**src/rtl/pipe_hazard_if.sv**
```systemverilog
// Hazard-status inputs and pipeline-register controls exchanged between the
// pipeline datapath and its sequencing controller.
interface pipe_hazard_if #(
    parameter int CNT_W = 16
);
    logic [4:0]       id_rs;
    logic [4:0]       id_rt;
    logic             id_uses_rt;
    logic             ex_memread;
    logic [4:0]       ex_rt;
    logic             branch_taken;
    logic             dmem_req;
    logic             dmem_ready;

    logic             pc_en;
    logic             if_id_en;
    logic             id_ex_en;
    logic             ex_mem_en;
    logic             mem_wb_en;
    logic             if_id_flush;
    logic             id_ex_flush;

    logic             mem_err;
    logic [CNT_W-1:0] stall_cnt;
    logic [CNT_W-1:0] flush_cnt;

    modport master (
        output id_rs, id_rt, id_uses_rt, ex_memread, ex_rt,
               branch_taken, dmem_req, dmem_ready,
        input  pc_en, if_id_en, id_ex_en, ex_mem_en, mem_wb_en,
               if_id_flush, id_ex_flush, mem_err, stall_cnt, flush_cnt
    );

    modport slave (
        input  id_rs, id_rt, id_uses_rt, ex_memread, ex_rt,
               branch_taken, dmem_req, dmem_ready,
        output pc_en, if_id_en, id_ex_en, ex_mem_en, mem_wb_en,
               if_id_flush, id_ex_flush, mem_err, stall_cnt, flush_cnt
    );
endinterface

```
**src/rtl/pipe_hazard_ctrl.sv**
```systemverilog
// Five-stage pipeline sequencer: load-use stalls, branch flushes, and bounded
// whole-pipeline freezes for slow data-memory accesses, with saturating counters.
module pipe_hazard_ctrl #(
    parameter int MEM_TIMEOUT = 15,
    parameter int CNT_W       = 16
) (
    input  logic         clk,
    input  logic         rst_n,
    pipe_hazard_if.slave bus
);
    typedef enum logic [0:0] {
        RUN     = 1'b0,
        MEMWAIT = 1'b1
    } state_t;

    localparam logic [7:0]       TIMEOUT_C = 8'(MEM_TIMEOUT);
    localparam logic [CNT_W-1:0] CNT_MAX_C = {CNT_W{1'b1}};

    state_t           state_r;
    logic [7:0]       wait_cnt_r;
    logic             mem_err_r;
    logic [CNT_W-1:0] stall_cnt_r;
    logic [CNT_W-1:0] flush_cnt_r;

    logic mem_pending_s;
    logic freeze_s;
    logic timeout_s;
    logic load_use_s;
    logic stall_inc_s;
    logic flush_inc_s;
    logic [6:0] ctrl_s;

    // Hazard detection terms.
    always_comb begin
        mem_pending_s = bus.dmem_req & ~bus.dmem_ready;
        freeze_s      = mem_pending_s & (wait_cnt_r != TIMEOUT_C);
        timeout_s     = mem_pending_s & (wait_cnt_r == TIMEOUT_C);
        load_use_s    = bus.ex_memread & (bus.ex_rt != 5'd0) &
                        ((bus.ex_rt == bus.id_rs) |
                         (bus.id_uses_rt & (bus.ex_rt == bus.id_rt)));
        stall_inc_s   = freeze_s | (load_use_s & ~bus.branch_taken);
        flush_inc_s   = bus.branch_taken & ~freeze_s;
    end

    // Priority-ordered control word {pc, if_id, id_ex, ex_mem, mem_wb, if_id_flush, id_ex_flush}.
    // A timed-out access is not a freeze, so it falls through to the lower cases.
    always_comb begin
        ctrl_s = 7'b0000000;
        if (!rst_n) begin
            ctrl_s = 7'b0000000;
        end else if (freeze_s) begin
            ctrl_s = 7'b0000000;
        end else if (bus.branch_taken) begin
            ctrl_s = 7'b1111111;
        end else if (load_use_s) begin
            ctrl_s = 7'b0011101;
        end else begin
            ctrl_s = 7'b1111100;
        end
    end

    assign bus.pc_en       = ctrl_s[6];
    assign bus.if_id_en    = ctrl_s[5];
    assign bus.id_ex_en    = ctrl_s[4];
    assign bus.ex_mem_en   = ctrl_s[3];
    assign bus.mem_wb_en   = ctrl_s[2];
    assign bus.if_id_flush = ctrl_s[1];
    assign bus.id_ex_flush = ctrl_s[0];
    assign bus.mem_err     = mem_err_r;
    assign bus.stall_cnt   = stall_cnt_r;
    assign bus.flush_cnt   = flush_cnt_r;

    // Memory-wait state machine, sticky timeout flag and saturating counters.
    always_ff @(posedge clk) begin
        if (!rst_n) begin
            state_r     <= RUN;
            wait_cnt_r  <= 8'd0;
            mem_err_r   <= 1'b0;
            stall_cnt_r <= {CNT_W{1'b0}};
            flush_cnt_r <= {CNT_W{1'b0}};
        end else begin
            case (state_r)
                RUN: begin
                    if (freeze_s) begin
                        state_r    <= MEMWAIT;
                        wait_cnt_r <= 8'd1;
                    end else begin
                        state_r    <= RUN;
                        wait_cnt_r <= 8'd0;
                    end
                end
                MEMWAIT: begin
                    if (freeze_s) begin
                        state_r    <= MEMWAIT;
                        wait_cnt_r <= wait_cnt_r + 8'd1;
                    end else begin
                        state_r    <= RUN;
                        wait_cnt_r <= 8'd0;
                    end
                end
                default: begin
                    state_r    <= RUN;
                    wait_cnt_r <= 8'd0;
                end
            endcase

            if (timeout_s) begin
                mem_err_r <= 1'b1;
            end else begin
                mem_err_r <= mem_err_r;
            end

            if (stall_inc_s && (stall_cnt_r != CNT_MAX_C)) begin
                stall_cnt_r <= stall_cnt_r + {{(CNT_W-1){1'b0}}, 1'b1};
            end else begin
                stall_cnt_r <= stall_cnt_r;
            end

            if (flush_inc_s && (flush_cnt_r != CNT_MAX_C)) begin
                flush_cnt_r <= flush_cnt_r + {{(CNT_W-1){1'b0}}, 1'b1};
            end else begin
                flush_cnt_r <= flush_cnt_r;
            end
        end
    end
endmodule

```
**src/flat_wrapper.sv**
```systemverilog
// flat-port wrapper written by rule: the top's interface ports become plain ports
module pipe_hazard_ctrl_flat 
#(
    parameter int MEM_TIMEOUT = 15,
    parameter int CNT_W       = 16
)
  (clk, rst_n, bus_id_rs, bus_id_rt, bus_id_uses_rt, bus_ex_memread, bus_ex_rt, bus_branch_taken, bus_dmem_req, bus_dmem_ready, bus_pc_en, bus_if_id_en, bus_id_ex_en, bus_ex_mem_en, bus_mem_wb_en, bus_if_id_flush, bus_id_ex_flush, bus_mem_err, bus_stall_cnt, bus_flush_cnt);
  pipe_hazard_if #(.CNT_W(CNT_W)) bus_i ();
  input  logic clk;
  input  logic rst_n;
  input wire logic [$bits(bus_i.id_rs)-1:0] bus_id_rs;
  input wire logic [$bits(bus_i.id_rt)-1:0] bus_id_rt;
  input wire logic [$bits(bus_i.id_uses_rt)-1:0] bus_id_uses_rt;
  input wire logic [$bits(bus_i.ex_memread)-1:0] bus_ex_memread;
  input wire logic [$bits(bus_i.ex_rt)-1:0] bus_ex_rt;
  input wire logic [$bits(bus_i.branch_taken)-1:0] bus_branch_taken;
  input wire logic [$bits(bus_i.dmem_req)-1:0] bus_dmem_req;
  input wire logic [$bits(bus_i.dmem_ready)-1:0] bus_dmem_ready;
  output wire logic [$bits(bus_i.pc_en)-1:0] bus_pc_en;
  output wire logic [$bits(bus_i.if_id_en)-1:0] bus_if_id_en;
  output wire logic [$bits(bus_i.id_ex_en)-1:0] bus_id_ex_en;
  output wire logic [$bits(bus_i.ex_mem_en)-1:0] bus_ex_mem_en;
  output wire logic [$bits(bus_i.mem_wb_en)-1:0] bus_mem_wb_en;
  output wire logic [$bits(bus_i.if_id_flush)-1:0] bus_if_id_flush;
  output wire logic [$bits(bus_i.id_ex_flush)-1:0] bus_id_ex_flush;
  output wire logic [$bits(bus_i.mem_err)-1:0] bus_mem_err;
  output wire logic [$bits(bus_i.stall_cnt)-1:0] bus_stall_cnt;
  output wire logic [$bits(bus_i.flush_cnt)-1:0] bus_flush_cnt;
  assign bus_i.id_rs = bus_id_rs;
  assign bus_i.id_rt = bus_id_rt;
  assign bus_i.id_uses_rt = bus_id_uses_rt;
  assign bus_i.ex_memread = bus_ex_memread;
  assign bus_i.ex_rt = bus_ex_rt;
  assign bus_i.branch_taken = bus_branch_taken;
  assign bus_i.dmem_req = bus_dmem_req;
  assign bus_i.dmem_ready = bus_dmem_ready;
  assign bus_pc_en = bus_i.pc_en;
  assign bus_if_id_en = bus_i.if_id_en;
  assign bus_id_ex_en = bus_i.id_ex_en;
  assign bus_ex_mem_en = bus_i.ex_mem_en;
  assign bus_mem_wb_en = bus_i.mem_wb_en;
  assign bus_if_id_flush = bus_i.if_id_flush;
  assign bus_id_ex_flush = bus_i.id_ex_flush;
  assign bus_mem_err = bus_i.mem_err;
  assign bus_stall_cnt = bus_i.stall_cnt;
  assign bus_flush_cnt = bus_i.flush_cnt;
  pipe_hazard_ctrl #(.MEM_TIMEOUT(MEM_TIMEOUT), .CNT_W(CNT_W)) u_core (.clk(clk), .rst_n(rst_n), .bus(bus_i));
endmodule
```
**config.mk**
```make
export PLATFORM = sky130hd
export DESIGN_NAME = pipe_hazard_ctrl_flat
export DESIGN_NICKNAME = d
export VERILOG_FILES = /design/src/rtl/pipe_hazard_if.sv /design/src/rtl/pipe_hazard_ctrl.sv /design/src/flat_wrapper.sv
export SDC_FILE = /design/constraint.sdc
export NUM_CORES = 1
export LEC_CHECK = 0
export CORE_MARGIN = 10
export CORE_UTILIZATION = 38
export DETAILED_ROUTE_END_ITERATION = 8
export DONT_BUFFER_PORTS = 1
export PLACE_DENSITY_LB_ADDON = 0.08
export SYNTH_ARGS = -nofsm -noshare
export SYNTH_HDL_FRONTEND = slang
export SYNTH_SLANG_ARGS = --single-unit
export TNS_END_PERCENT = 20
```
**constraint.sdc**
```tcl
create_clock -name clk -period 2.52 [get_ports clk]
set_clock_uncertainty 0.15 [all_clocks]
set_input_delay 0.378 -clock clk [delete_from_list [all_inputs] [get_ports clk]]
set_output_delay 0.378 -clock clk [all_outputs]
set_load 0.03 [all_outputs]
```
* Word-level counts from Yosys, hierarchy flattened
Index checks and enable logic that the tools add are counted.
** Word-level totals
- Flip-flop bits (word level) :: 42
- Input port bits :: 22
- Output and inout port bits :: 40
** Operators by class
- Add/subtract/negate cells :: 3
- Eq/ne operators :: 6
- Mux-type cells :: 8
- Bitwise logic cells :: 14
- Reductions and logical operators :: 3
** Operator list (count)
- adder 16 x 1 -> 16 bit, second input constant :: 2
- != test 16 bit, second input constant :: 2
- two-way mux 7 bit :: 4
- one-hot mux 8 bit (2 select lines) :: 1
- equality test 5 bit :: 2
- adder 8 x 1 -> 8 bit, second input constant :: 1
- AND 1 bit :: 8
- equality test 8 x 4 -> 1 bit, second input constant :: 1
- two-way mux 8 bit :: 1
- != test 8 x 4 -> 1 bit, second input constant :: 1
- nonzero test 5 bit :: 1
- NOT 1 bit :: 4
- logical AND 1 bit :: 2
- two-way mux 1 bit :: 2
- bitwise OR 1 bit :: 2

* Depth between registers and ports, before layout
Gate-level depths: netlist of the first run.
- Depth after elaboration :: 8
- Gate-level depth with buffers :: 8
- Mapped depth without buffers :: 7

* Least setup slack after synthesis of the first run
OpenSTA, ideal clock, no wires.
- Path type :: register to output
- Start point :: register u_core.wait_cnt_r[6]
- End point :: output port bus_pc_en
- Arrival :: 2.538 ns
- Data required time :: 1.992 ns
- Setup slack :: -0.546 ns
- Cell stages (with the launch flop) :: 6
- Buffers on the path :: 1
- Cells stage by stage :: dfxtp_1 -> or4_4 -> o21a_4 -> nor2_1 -> a21boi_1 -> buf_4
** Between the ends
- Cells in the longest elaborated chain, start to end :: 4
** RTL lines
- start: declaration :: line pipe_hazard_ctrl.sv:20 : logic [7:0] wait_cnt_r;
- start signal: assignment :: line pipe_hazard_ctrl.sv:95 : wait_cnt_r <= wait_cnt_r + 8'd1;
- != test 8 x 4 -> 1 bit :: line pipe_hazard_ctrl.sv:36 : freeze_s = mem_pending_s & (wait_cnt_r != TIMEOUT_C);
- AND 1 bit :: line pipe_hazard_ctrl.sv:36
- two-way mux 7 bit :: line pipe_hazard_ctrl.sv:51 : end else if (freeze_s) begin
- two-way mux 7 bit :: line pipe_hazard_ctrl.sv:49 : if (!rst_n) begin
- end: declaration :: line flat_wrapper.sv:19 : output wire logic [$bits(bus_i.pc_en)-1:0] bus_pc_en;
Every way passes these cells.

* Worst setup path after layout of the first run
Same ends and word-level chain as after synthesis.

==> metrics.cfg, run 1 <==
[critical_path]
crit_path_cell_trace = or4_4 > o21a_4 > nor2_4 > a21boi_4 > buf_12
cp-start-kind = flop
arrival_ns = 1.91
crit_family = simple AND/OR/NAND/NOR gates
worst-setup-path-type = reg2out
crit_buf_inv = 1
cp_max_fo = 3
cpMaxStageDelayCell = or4_4
crit_path_end_kind = output pin
cp.required_ns = 1.99
critPathMaxStageDelay_ns = 0.55

[synthesis]
synth_commonest_cells = dfxtp_1 (42), nor2_1 (37), nand2_1 (19), nand3_1 (19)
synth.largest_area_cell = dfxtp_1
ys_seq_area_frac = 0.388
synth-edff-count = 0
syn_avg_cell_area_um2 = 8.77
yosysTopAreaCellShare = 0.388
yosys.cell_types.count = 45
ys_warn_count = 0
async_flop_share = 0
netlist_area_um2 = 2170
synthTopCellsByArea = dfxtp_1 (39%), xnor2_1 (6.5%), xor2_1 (6.5%)
synth.most_common_cell = dfxtp_1
ys.flop_type = dfxtp_1
ys_seq_elements = 42
syn_inst = 247
mappedNetlistNets = 272

[sta]
rsz0062_at_grt = no
final_hold_viol_count = 0
finalSetupViolations = 0
worstMarginPinSlew_ns = 0.507
max_freq_mhz = 410
final.period_utilization = 0.967
relSlewSlack = 0.659
final-max-slew-violation-count = 0
fin_tns_setup_ns = 0
fin_ws_ns = 0.0822
final.min_clock_period_ns = 2.44

[die]
die_x_um = 95.5
num_rows = 27
core_um2 = 5510
ioPinCount = 62
fp.dieH_um = 95.5
initial_utilization = 0.393
die_area_um2 = 9120

[placement]
numPortBuffers = 0
globalplace.congestion = 0.782
dpl_cell_area_um2 = 2550
place_ws_ns = 0.299
hpwl_um = 4300

[cells_and_area]
post-route-cell-area_um2 = 2670
layout.nets = 313
drive_gt1_frac = 0.211
diodes = 0
area_delta_synth_final_pct = 23.2

[global_routing]
grt_start_max_net_pins = 20
grt_use_total = 0.123
grt_pass1_wl_um = 8850
antenna_found_initial = 0
gr-total-overflow = 0
grt_pass1_vias = 1778

[drt]
routedWlPerCell_um = 15.0
drt-initial-drc-count = 47
viasPerCell = 5.16
drt_wl_total_um = 5410
firstDrtPassIters = 4
drc = 0
postRouteAntennaNets = 0
vias = 1861

[clocking]
cts_tree = built
cts.sinks = 42
path_clk_slew_ns = 0.08
clock_latency_ns = 0.30
h-tree-depth = 2
cts_buffer_depth = 2
root_buffer = clkbuf_8
numCtsBuffers = 5

[power]
cellPowerDensity_nw_per_um2 = 506
power.leakage_nw = 0.972
ir_drop_v = 0.000342

[worst_hold_path]
hp-class = in2reg

[run]
cap_violations = 0

[outcome]
status = complete, no violations

==> state kept, by name (all words and copies together), names as in the netlist <==
register / flops
u_core.bus.mem_err: 1
u_core.wait_cnt_r: 8
u_core.bus.stall_cnt: 16
u_core.bus.flush_cnt: 16
u_core.state_r: 1
==> cell families after synthesis <==
| family | after synthesis | share of synthesized area |
|---|---|---|
| and+or+nand+nor | 121 | 0.303 |
| muxes | 5 | 0.0231 |
| DFF | 42 | 0.388 |
| buffers and inverters | 12 | 0.0323 |
| xor gates and xnor gates | 32 | 0.129 |
| AOI/OAI and AO/OA | 32 | 0.107 |
| adders and majority gates | 3 | 0.0173 |
==> worst register-to-register path: stages, from the launching register on <==
cell and delay [ns]:
dfxtp_2 0.34, or4_4 0.55, o21a_4 0.25, buf_4 0.15, nor4_4 0.43, nand4_1 0.17, xor2_1 0.15, nor2_1 0.05
==> layout by cell type (no fill, tap or decap), types with 3 or more instances in the layout <==
cell,instances
o31ai_1,5
or4_1,7
xor2_1,16
o21ai_1,4
or3_1,4
clkbuf_8,5
dfxtp_1,41
ha_1,3
inv_1,4
nand3_1,19
nor2_1,36
nand4_1,9
mux2i_1,5
nand2b_1,3
and3_1,6
a21oi_1,10
nor4_1,3
buf_4,39
nor3_1,4
nand2_1,19
xnor2_1,16
==> where the power goes <==
part	internal (mW)	leakage, nW	switching, mW
clock	0.296	0.0514	0.240
combinational	0.0561	0.581	0.0851
sequential	0.670	0.340	0.00372
total	1.02	0.972	0.329
==> area by class of cell <==
class                   count  area [um^2]
multi-input cells         193         1270
clock buffers               6         72.6
flip-flops and latches     42          842
fillers                   562         2840
repair buffers             41          333
inverters                   5         18.8
clock inverters             2         37.5
well taps                  72         90.1
==> worst paths after layout <==
path | to | from | slack, ns | cells after the start
max | bus_pc_en | u_core.wait_cnt_r[6]$_SDFF_PN0_ | 0.08 | 5
min | u_core.bus.stall_cnt[13]$_SDFFE_PN0P_ | rst_n | 0.07 | 2
max reg2reg | u_core.bus.flush_cnt[5]$_SDFFE_PN0P_ | u_core.wait_cnt_r[6]$_SDFF_PN0_ | 0.18 | 7
min reg2reg | u_core.wait_cnt_r[0]$_SDFF_PN0_ | u_core.state_r$_SDFF_PN0_ | 0.31 | 1
==> what timing repair did <==
action / CTS / global route
hold buffers: 0 / 0
buffers inserted: 0 / 1
gates resized for setup: 0 / 1
endpoints found under the setup margin: 0 / 2
==> metrics by stage <==
step                      cells   util  power (mW)  hold WS (ns)
final                       361  0.484        1.35        0.0731
after global routing        361  0.484        1.42        0.0629
after CTS                   360  0.483        1.37        0.0632
after detailed placement    352  0.463       0.831         0.300
after global placement      352  0.463       0.830         0.297
after floorplan             247      -       0.795         0.282
==> metal layers <==
layer,routed length (um),vias up,global-route usage,share of wire
met4,48,0,0.0295,0.0089
met2,2730,33,0.211,0.50
met3,468,6,0.0605,0.087
met5,0,-,0,0
li1,-,963,-,-
met1,2160,859,0.132,0.40
(Power assumes the default switching activity.)
==> run 2, diff against run 1 <==
Settings changed: MAX_ROUTING_LAYER set to met4, SLEW_MARGIN set to 20.
==> run 2 against run 1 <==
Effect of this change: flip-flop and latch count stayed put; non-clock buffer count stayed put; utilization stayed put; clock power hardly changed; highest routed layer unchanged; final cell count stayed put; combinational power hardly changed; setup slack hardly changed; hold slack hardly changed; fmax hardly changed; critical path depth stayed put; count of clock-buffer cells in the layout stayed put; via count is 0.27% lower.
==> metrics.cfg, run 2 (synthesized netlist as in run 1, its figures left out) <==
[placement]
place_ws_ns = 0.299  ; unchanged
hpwl_um = 4300  ; unchanged
globalplace.congestion = 0.793  ; was 0.782
numPortBuffers = 0  ; unchanged
numPlacedInstances = 352  ; unchanged

[critical_path]
cp_max_fo = 3  ; unchanged
r2r_cells = 7  ; unchanged
cp-start-kind = flop  ; unchanged
arrival_ns = 1.91  ; about the same
reg2reg_slack_ns = 0.18  ; about the same
cp.required_ns = 1.99  ; about the same
r2r-start = u_core.wait_cnt_r[6]$_SDFF_PN0_  ; unchanged
regToRegEndpoint = u_core.bus.flush_cnt[5]$_SDFFE_PN0P_  ; unchanged
crit_path_end_kind = output pin  ; unchanged
worst-setup-path-type = reg2out  ; unchanged

[sta]
relSlewSlack = 0.659  ; unchanged
final.min_clock_period_ns = 2.44  ; about the same
final_hold_viol_count = 0  ; unchanged
final-max-slew-violation-count = 0  ; unchanged
fin_tns_setup_ns = 0  ; unchanged
max_freq_mhz = 410  ; about the same
final.period_utilization = 0.968  ; was 0.967
rsz0062_at_grt = no  ; unchanged
finalSetupViolations = 0  ; unchanged
worstMarginPinSlew_ns = 0.507  ; unchanged
fin_ws_ns = 0.0818  ; was 0.0822 ns

[worst_hold_path]
min-delay-start = rst_n  ; unchanged
hp-class = in2reg  ; unchanged
hold_depth = 2  ; unchanged
hold-path-endpoint = u_core.bus.stall_cnt[13]$_SDFFE_PN0P_  ; unchanged

[cells_and_area]
final_common_cell = dfxtp_1  ; unchanged
final_cell_mix = dfxtp_1 (41), buf_4 (39), nor2_1 (36), nand3_1 (19), nand2_1 (19)  ; unchanged
area_delta_synth_final_pct = 23.2  ; unchanged
diodes = 0  ; unchanged
layout.nets = 313  ; unchanged
fill_cells = 562  ; unchanged
final_util = 0.484  ; unchanged
final_cells = 361  ; unchanged
drive_gt1_frac = 0.211  ; unchanged

[clocking]
cts_buffer_depth = 2  ; unchanged
root_buffer = clkbuf_8  ; unchanged
path_clk_slew_ns = 0.08  ; about the same
numCtsBuffers = 5  ; unchanged
cts_hold_buf = 0  ; unchanged
h-tree-depth = 2  ; unchanged
cts.sinks = 42  ; unchanged
clock_latency_ns = 0.30  ; about the same
cts_tree = built  ; unchanged

[power]
ir_drop_v = 0.000342  ; unchanged
power.leakage_nw = 0.972  ; unchanged
cellPowerDensity_nw_per_um2 = 506  ; about the same
power.total_mw = 1.35  ; about the same

[drt]
postRouteAntennaNets = 0  ; unchanged
drt-initial-drc-count = 47  ; unchanged
firstDrtPassIters = 4  ; unchanged
drt_wl_total_um = 5420  ; was 5410 um
drc = 0  ; unchanged
routedWlPerCell_um = 15.0  ; about the same
viasPerCell = 5.14  ; was 5.16
vias = 1856  ; was 1861

[die]
ioPinCount = 62  ; unchanged
die_area_um2 = 9120  ; unchanged
core_um2 = 5510  ; unchanged
fp.dieH_um = 95.5  ; unchanged
num_rows = 27  ; unchanged
initial_utilization = 0.393  ; unchanged
die_x_um = 95.5  ; unchanged

[global_routing]
antenna_found_initial = 0  ; unchanged
grt_pass1_wl_um = 8880  ; was 8850 um
gr-total-overflow = 0  ; unchanged
grt_start_max_net_pins = 20  ; unchanged
grt_use_total = 0.127  ; was 0.123
grt_pass1_vias = 1778  ; unchanged

[run]
cap_violations = 0  ; unchanged

[outcome]
status = complete, no violations  ; unchanged

## run 2: worst max path at each step
stage                                         start                                    to  slack [ns]  cells past startpoint
3_3_place_gp        u_core.wait_cnt_r[6]$_SDFF_PN0_  u_core.bus.flush_cnt[5]$_SDFFE_PN0P_        0.33                      6
2_1_floorplan  u_core.bus.stall_cnt[0]$_SDFFE_PN0P_  u_core.bus.stall_cnt[1]$_SDFFE_PN0P_        0.09                      8
5_1_grt             u_core.wait_cnt_r[5]$_SDFF_PN0_                             bus_pc_en       0.001                      5
4_1_cts             u_core.wait_cnt_r[6]$_SDFF_PN0_                             bus_pc_en        0.04                      5
6_report            u_core.wait_cnt_r[6]$_SDFF_PN0_                             bus_pc_en        0.08                      5
3_5_place_dp                           bus_ex_rt[0]  u_core.bus.stall_cnt[7]$_SDFFE_PN0P_        0.30                      7
## run 2: repair_timing
action,4_1_cts,5_1_grt
endpoints found under the setup margin,0,2
resized for setup,0,1
setup buffers,0,1
## run 2: critical path: stages (launching register included)
cell	delay, ns
dfxtp_2	0.34
or4_4	0.55
o21a_4	0.25
nor2_4	0.10
a21boi_4	0.21
buf_12	0.16
## run 2: area by class of cell
| type | instances | area, um^2 | share of cell area |
|---|---|---|---|
| multi-input combinational | 193 | 1270 | 0.477 |
| inverter | 5 | 18.8 | 0.00704 |
| timing repair buffer | 41 | 333 | 0.125 |
| sequential | 42 | 842 | 0.316 |
| tap | 72 | 90.1 | 0.0338 |
| clock buffer | 6 | 72.6 | 0.0272 |
| clock inverter | 2 | 37.5 | 0.0141 |
## run 2: routing by layer
layer  vias to the layer above  share of wire  global-route usage
met1                       853           0.41               0.135
met3                         4          0.084              0.0581
met2                        36           0.51               0.211
met4                         0         0.0042              0.0295
li1                        963              -                   -
met5                         -              0                   -
## run 2: power by group
group	internal [mW]	switching (mW)	total [mW]	leakage, nW
logic	0.0561	0.0851	0.141	0.581
registers	0.670	0.00372	0.674	0.340
clock network	0.296	0.240	0.536	0.0514
total	1.02	0.329	1.35	0.972
## run 2: stage by stage
stage                     hold slack [ns]  instance area, um^2
after global placement              0.297                 2550
after detailed placement            0.300                 2550
final                              0.0732                 2670
after floorplan                     0.282                 2180
after CTS                          0.0632                 2660
after global routing               0.0629                 2670
